==> src/rtl/raster_counter_pkg.sv <==
// Shared rendering constants and raster sweep state encoding.
package raster_counter_pkg;
  localparam int RC_X_BITS    = 9;   // 320 columns
  localparam int RC_Y_BITS    = 8;   // 240 rows
  localparam int RC_ADDR_BITS = 17;  // 320*240 pixels

  typedef enum logic [1:0] {
    ST_IDLE = 2'd0,
    ST_RUN  = 2'd1,
    ST_DONE = 2'd2
  } state_t;
endpackage

==> src/rtl/raster_counter_if.sv <==
// Request/beat bundle between a raster sweep client and the counter.
interface raster_counter_if
  import raster_counter_pkg::*;
#(
  parameter int X_BITS    = RC_X_BITS,
  parameter int Y_BITS    = RC_Y_BITS,
  parameter int ADDR_BITS = RC_ADDR_BITS
) ();
  logic                 start;
  logic                 abort;
  logic [X_BITS-1:0]    width;
  logic [Y_BITS-1:0]    height;
  logic [ADDR_BITS-1:0] base;
  logic [ADDR_BITS-1:0] pitch;
  logic                 ready;
  logic                 busy;
  logic                 valid;
  logic [X_BITS-1:0]    x;
  logic [Y_BITS-1:0]    y;
  logic [ADDR_BITS-1:0] addr;
  logic                 last;
  logic                 done;

  modport master (
    output start, abort, width, height, base, pitch, ready,
    input  busy, valid, x, y, addr, last, done
  );
  modport slave (
    input  start, abort, width, height, base, pitch, ready,
    output busy, valid, x, y, addr, last, done
  );
endinterface

==> src/rtl/raster_counter_axis_counter.sv <==
// Single-axis up-counter: clear to 0, count on enable, flag at lim-1.
module axis_counter #(
  parameter int W = 8
) (
  input  logic         clk,
  input  logic         resetn,
  input  logic         clr,
  input  logic         en,
  input  logic [W-1:0] lim,
  output logic [W-1:0] cnt,
  output logic         tc
);
  always_ff @(posedge clk or negedge resetn) begin
    if (!resetn)  cnt <= '0;
    else if (clr) cnt <= '0;
    else if (en)  cnt <= cnt + W'(1);
  end

  assign tc = (cnt == lim - W'(1));
endmodule

==> src/rtl/raster_counter.sv <==
// Row-major 2D sweep counter emitting (x, y, addr) beats over valid/ready.
module raster_counter
  import raster_counter_pkg::*;
#(
  parameter int X_BITS    = RC_X_BITS,
  parameter int Y_BITS    = RC_Y_BITS,
  parameter int ADDR_BITS = RC_ADDR_BITS
) (
  input  logic            clk,
  input  logic            resetn,
  raster_counter_if.slave bus
);
  state_t               state, state_nxt;
  logic [X_BITS-1:0]    w_lim, x_cnt;
  logic [Y_BITS-1:0]    h_lim, y_cnt;
  logic [ADDR_BITS-1:0] pitch_q, row_base, addr_q;
  logic                 start_acc, accept, x_tc, y_tc, row_wrap, is_last;

  assign start_acc = (state == ST_IDLE) && bus.start && !bus.abort;
  assign accept    = (state == ST_RUN) && bus.ready && !bus.abort;
  assign is_last   = x_tc && y_tc;
  assign row_wrap  = accept && x_tc && !y_tc;

  // x parks on the final column after the last beat so it holds through DONE
  axis_counter #(.W(X_BITS)) u_x (
    .clk, .resetn,
    .clr (start_acc || row_wrap),
    .en  (accept && !x_tc),
    .lim (w_lim),
    .cnt (x_cnt),
    .tc  (x_tc)
  );

  axis_counter #(.W(Y_BITS)) u_y (
    .clk, .resetn,
    .clr (start_acc),
    .en  (row_wrap),
    .lim (h_lim),
    .cnt (y_cnt),
    .tc  (y_tc)
  );

  always_ff @(posedge clk or negedge resetn) begin
    if (!resetn) state <= ST_IDLE;
    else         state <= state_nxt;
  end

  always_comb begin
    state_nxt = state;
    case (state)
      ST_IDLE: if (start_acc)
                 state_nxt = (bus.width == '0 || bus.height == '0) ? ST_DONE : ST_RUN;
      ST_RUN:  if (bus.abort || (accept && is_last)) state_nxt = ST_DONE;
      ST_DONE: state_nxt = ST_IDLE;
      default: state_nxt = ST_IDLE;
    endcase
  end

  always_ff @(posedge clk or negedge resetn) begin
    if (!resetn) begin
      w_lim    <= '0;
      h_lim    <= '0;
      pitch_q  <= '0;
      row_base <= '0;
      addr_q   <= '0;
    end else if (start_acc) begin
      w_lim    <= bus.width;
      h_lim    <= bus.height;
      pitch_q  <= bus.pitch;
      row_base <= bus.base;
      addr_q   <= bus.base;
    end else if (row_wrap) begin
      // incremental row stride keeps multipliers out of the address path
      row_base <= row_base + pitch_q;
      addr_q   <= row_base + pitch_q;
    end else if (accept && !x_tc) begin
      addr_q   <= addr_q + ADDR_BITS'(1);
    end
  end

  assign bus.busy  = (state != ST_IDLE);
  assign bus.valid = (state == ST_RUN);
  assign bus.last  = bus.valid && is_last;
  assign bus.done  = (state == ST_DONE);
  assign bus.x     = x_cnt;
  assign bus.y     = y_cnt;
  assign bus.addr  = addr_q;
endmodule

==> src/flat_wrapper.sv <==
// flat-port wrapper written by rule: the top's interface ports become plain ports
module raster_counter_flat import raster_counter_pkg::*;
#(
  parameter int X_BITS    = RC_X_BITS,
  parameter int Y_BITS    = RC_Y_BITS,
  parameter int ADDR_BITS = RC_ADDR_BITS
)
  (clk, resetn, bus_start, bus_abort, bus_width, bus_height, bus_base, bus_pitch, bus_ready, bus_busy, bus_valid, bus_x, bus_y, bus_addr, bus_last, bus_done);
  raster_counter_if #(.X_BITS(X_BITS), .Y_BITS(Y_BITS), .ADDR_BITS(ADDR_BITS)) bus_i ();
  input  logic clk;
  input  logic resetn;
  input wire logic [$bits(bus_i.start)-1:0] bus_start;
  input wire logic [$bits(bus_i.abort)-1:0] bus_abort;
  input wire logic [$bits(bus_i.width)-1:0] bus_width;
  input wire logic [$bits(bus_i.height)-1:0] bus_height;
  input wire logic [$bits(bus_i.base)-1:0] bus_base;
  input wire logic [$bits(bus_i.pitch)-1:0] bus_pitch;
  input wire logic [$bits(bus_i.ready)-1:0] bus_ready;
  output wire logic [$bits(bus_i.busy)-1:0] bus_busy;
  output wire logic [$bits(bus_i.valid)-1:0] bus_valid;
  output wire logic [$bits(bus_i.x)-1:0] bus_x;
  output wire logic [$bits(bus_i.y)-1:0] bus_y;
  output wire logic [$bits(bus_i.addr)-1:0] bus_addr;
  output wire logic [$bits(bus_i.last)-1:0] bus_last;
  output wire logic [$bits(bus_i.done)-1:0] bus_done;
  assign bus_i.start = bus_start;
  assign bus_i.abort = bus_abort;
  assign bus_i.width = bus_width;
  assign bus_i.height = bus_height;
  assign bus_i.base = bus_base;
  assign bus_i.pitch = bus_pitch;
  assign bus_i.ready = bus_ready;
  assign bus_busy = bus_i.busy;
  assign bus_valid = bus_i.valid;
  assign bus_x = bus_i.x;
  assign bus_y = bus_i.y;
  assign bus_addr = bus_i.addr;
  assign bus_last = bus_i.last;
  assign bus_done = bus_i.done;
  raster_counter #(.X_BITS(X_BITS), .Y_BITS(Y_BITS), .ADDR_BITS(ADDR_BITS)) u_core (.clk(clk), .resetn(resetn), .bus(bus_i));
endmodule
==> config.mk <==
export PLATFORM = sky130hd
export DESIGN_NAME = raster_counter_flat
export DESIGN_NICKNAME = d
export VERILOG_FILES = /design/src/rtl/raster_counter_pkg.sv /design/src/rtl/raster_counter_if.sv /design/src/rtl/raster_counter_axis_counter.sv /design/src/rtl/raster_counter.sv /design/src/flat_wrapper.sv
export SDC_FILE = /design/constraint.sdc
export NUM_CORES = 1
export LEC_CHECK = 0
export CORE_MARGIN = 2
export CORE_UTILIZATION = 45
export CTS_CLUSTER_DIAMETER = 30
export DETAILED_ROUTE_END_ITERATION = 10
export PLACE_DENSITY = 0.7
export SYNTH_ARGS = -nofsm -noshare
export SYNTH_HDL_FRONTEND = slang
export SYNTH_SLANG_ARGS = --single-unit
==> constraint.sdc <==
create_clock -name clk -period 3.7 [get_ports clk]
set_clock_uncertainty 0.05 [all_clocks]
set_input_delay 0.925 -clock clk [delete_from_list [all_inputs] [get_ports clk]]
set_output_delay 0.925 -clock clk [all_outputs]
set_load 0.005 [all_outputs]
==> flow_summary_export.csv <==
group,metric,value,unit
job,maxCapViolCount,0,
cells_and_area,drive_above_1_share,0.09321,
clock_tree,cts_tree,"done",
floorplanning,core_region_area,11910,µm²
outcome,status,"finished clean",
sta,tightest_slew,773.4,ps
drt,dr.pass1.iters,5,
clock_tree,cts.path.max_buffers,2,
cells_and_area,final_util,0.5857,
synthesis,netlist_area,5460,µm²
clock_tree,cts_buffers,9,
cells_and_area,diodes,0,
setup_path,crit_family,"simple AND/OR/NAND/NOR gates",
sta,relSlewSlack,0.4822,
cells_and_area,areaGrowthSynthToFinish,27.77,%
global_routing,grt_max_degree,53,
place,dpl.hpwl,11.12,mm
floorplanning,die_width,114.2,µm
global_routing,grt_pass1_wl,25.03,mm
floorplanning,dieArea,13030,µm²
clock_tree,htree_levels,3,
synthesis,async_reset_ff_frac,1.000,
floorplanning,rows,40,
synthesis,synth_seq_area_share,0.3987,
synthesis,yosys_register_bits,87,
sta,hold_viol_final,0,
sta,timing.final.crit_period,3638,ps
drt,wl_met3,860,µm
drt,wl_met1,6.694,mm
sta,setup_viol,0,
place,dp_slack,-138.8,ps
place,port_buffers,93,
pwr,p_per_area,658.4,nW/µm²
global_routing,antenna_found_initial,0,
synthesis,ys.flop_type,"dfrtp_1",
setup_path,cpPeakStageDelay,440,ps
sta,rsz0062_at_grt,"true",
drt,ant_nets,0,
setup_path,cp_slowest_cell,"or4_4",
synthesis,synth_largest_area_cell,"dfrtp_1",
synthesis,synth.distinct_cells,70,
floorplanning,initial_core_util,0.4584,
global_routing,track_usage,0.2428,
drt,highest_layer,"met4",
sta,setup_tns,0,ps
sta,slew_viol_final,0,
synthesis,yosys_warnings,0,
global_routing,grt_pass1_vias,5074,
cells_and_area,nNetsFinal,826,
floorplanning,fp.dieH,114.2,µm
sta,setup_ws,62.26,ps
floorplanning,design.portCount,94,
drt,drt-vias-per-instance,5.739,
sta,min_period_over_period,0.9832,
pwr,cellLeakagePower,3.043,nW
synthesis,synthTopCellsByArea,"dfrtp_1 40%, nand2_1 9.6%, ha_1 4.8%, xnor2_1 3.8%, a21oi_1 3.8%",
setup_path,worstPathRequired,2720,ps
synthesis,postSynthAreaPerCell,8.558,µm²
drt,wl_met2,7.296,mm
setup_path,cp_max_fo,2,
setup_path,crit_type,"flop to primary output",
drt,via_count,5154,
hold_path,min_path_type,"flop to flop",
clock_tree,worstSkewPairLatency,340,ps
drt,drc,0,
drt,wire_per_inst,16.82,µm
synthesis,synth_edf_count,0,
synthesis,synth_nets,716,
setup_path,critPathLaunchType,"flop",
place,gp_congestion,0.8577,
sta,timing.fmax,0.2749,GHz
synthesis,netlist.area_leader.share,0.3987,
synthesis,netlist_instances,638,
cells_and_area,stdcell_count,898,
pwr,p_total,4.593,mW
setup_path,cp.buffers_inverters,2,
cells_and_area,fillers,1069,
place,dp.cells,879,
clock_tree,clk_pin_slew,60,ps
setup_path,worstPathArrival,2660,ps
pwr,vdd_drop_max,0.3599,mV
global_routing,grt_overflow,0,
clock_tree,clk_root_buffer_cell,"clkbuf_16",
clock_tree,cts_hold_buf,0,
drt,wirelength,15.10,mm
setup_path,cp_cell_sequence,"inv_2 > ha_4 > or3b_4 > or4_4 > a2111oi_4 > o211ai_4 > nor4b_2 > buf_2",
setup_path,end_kind,"primary output",
clock_tree,cts_num_sinks,87,
drt,first_iter_violations,374,
[through the flow]
stage | cell area [µm²] | hold WS, ps
3_3_place_gp | 6651 | 417.1
4_1_cts | 6925 | 436.6
2_1_floorplan | 5460 | 399.7
6_report | 6977 | 431.0
3_5_place_dp | 6651 | 421.8
5_1_grt | 6977 | 467.7
[sequential cells by signal, summed over array words and instances, names as in the netlist]
signal and count:
u_core.state 2, u_core.bus.addr 17, u_core.u_y.cnt 8, u_core.row_base 17, u_core.w_lim 9, u_core.h_lim 8, u_core.pitch_q 17, u_core.u_x.cnt 9
[what timing repair did]
item / in CTS / in global routing
pin swaps: 2 / 4
endpoints found under the setup margin: 1 / 3
resized for setup: 7 / 5
setup buffers: 1 / 4
[worst register-to-register path: cells and delay by family (launching register included)]
| family | cells | cell delay (ps) |
|---|---|---|
| XOR/XNOR | 1 | 130 |
| flip-flops | 1 | 390 |
| buffers and inverters | 1 | 210 |
| AO/OA/AOI/OAI | 7 | 1820 |
| adder cells (fa/ha/maj) | 2 | 720 |
[placed cells by master, fill, tap and decap left out, drive strengths merged, types with 11 or more instances in the layout]
cell           Yosys  final
dfrtp             87     87
nor2              52     52
a31oi             11     11
xnor2             24     24
buf               12     31
a21oi             41     41
xor2              15     15
nor3              13     13
nand2            141    141
nand3             26     26
clkdlybuf4s50      0     91
o21ai             37     37
inv               14     14
ha                21     21
[cell type report]
cell class              instances  area, µm²  area share
clock inverters                 4      25.02    0.003587
repair buffers                122       1154      0.1654
well taps                     147      183.9     0.02636
inverters                      14      52.55    0.007532
flip-flops and latches         87       2177      0.3121
clock buffers                  10      229.0     0.03282
multi-input cells             514       3156      0.4523
[per-layer routing]
layer  up-vias  GRT usage
met2       149     0.4091
met1      2499     0.3166
met5         -          0
met3        19    0.05241
li1       2487          -
met4         0    0.06829
[cell usage after synthesis, types with 4 or more instances]
cell	count
a211o_1	4
a211oi_1	4
a21o_1	7
a21oi_1	41
a31oi_1	11
and2_1	4
and3_1	8
buf_2	4
buf_6	4
clkbuf_1	11
dfrtp_1	87
ha_1	21
inv_1	14
nand2_1	139
nand2b_1	4
nand3_1	26
nand4_1	8
nor2_1	50
nor2b_1	4
nor3_1	12
o211ai_1	4
o21a_1	7
o21ai_0	32
o21ai_1	4
o22ai_1	7
o31ai_1	5
or2_2	4
or3_1	8
xnor2_1	24
xor2_1	15
[cells by family (layout without fill, tap and decap cells)]
kind of cell	Yosys count	in the layout	share of synthesized area
flip-flops	87	87	0.3987
multiplexers	4	4	0.007562
XOR/XNOR	39	39	0.06256
buffers and inverters	37	150	0.03254
AO/OA/AOI/OAI	154	154	0.1884
adder cells (fa/ha/maj)	22	22	0.05179
AND/OR/NAND/NOR	295	295	0.2585
[worst paths after layout]
check | startpoint | end | slack (ps) | cells past startpoint
setup / recovery | u_core.h_lim[0] | bus_last | 60 | 8
hold / removal | u_core.pitch_q[15] | u_core.pitch_q[15] | 430 | 2
setup reg to reg | u_core.row_base[0] | u_core.bus.addr[14] | 270 | 11
hold reg to reg | u_core.pitch_q[15] | u_core.pitch_q[15] | 430 | 2
max in group asynchronous | resetn | u_core.u_x.cnt[4] | 2320 | 2
min in group asynchronous | resetn | u_core.h_lim[5] | 550 | 1
[power breakdown]
group	switching [mW]	leakage, nW	internal [mW]
Clock	0.366	0.120	0.445
Combinational	1.14	1.85	1.07
Sequential	0.321	1.07	1.25
Power figures use the tool's default switching activity.
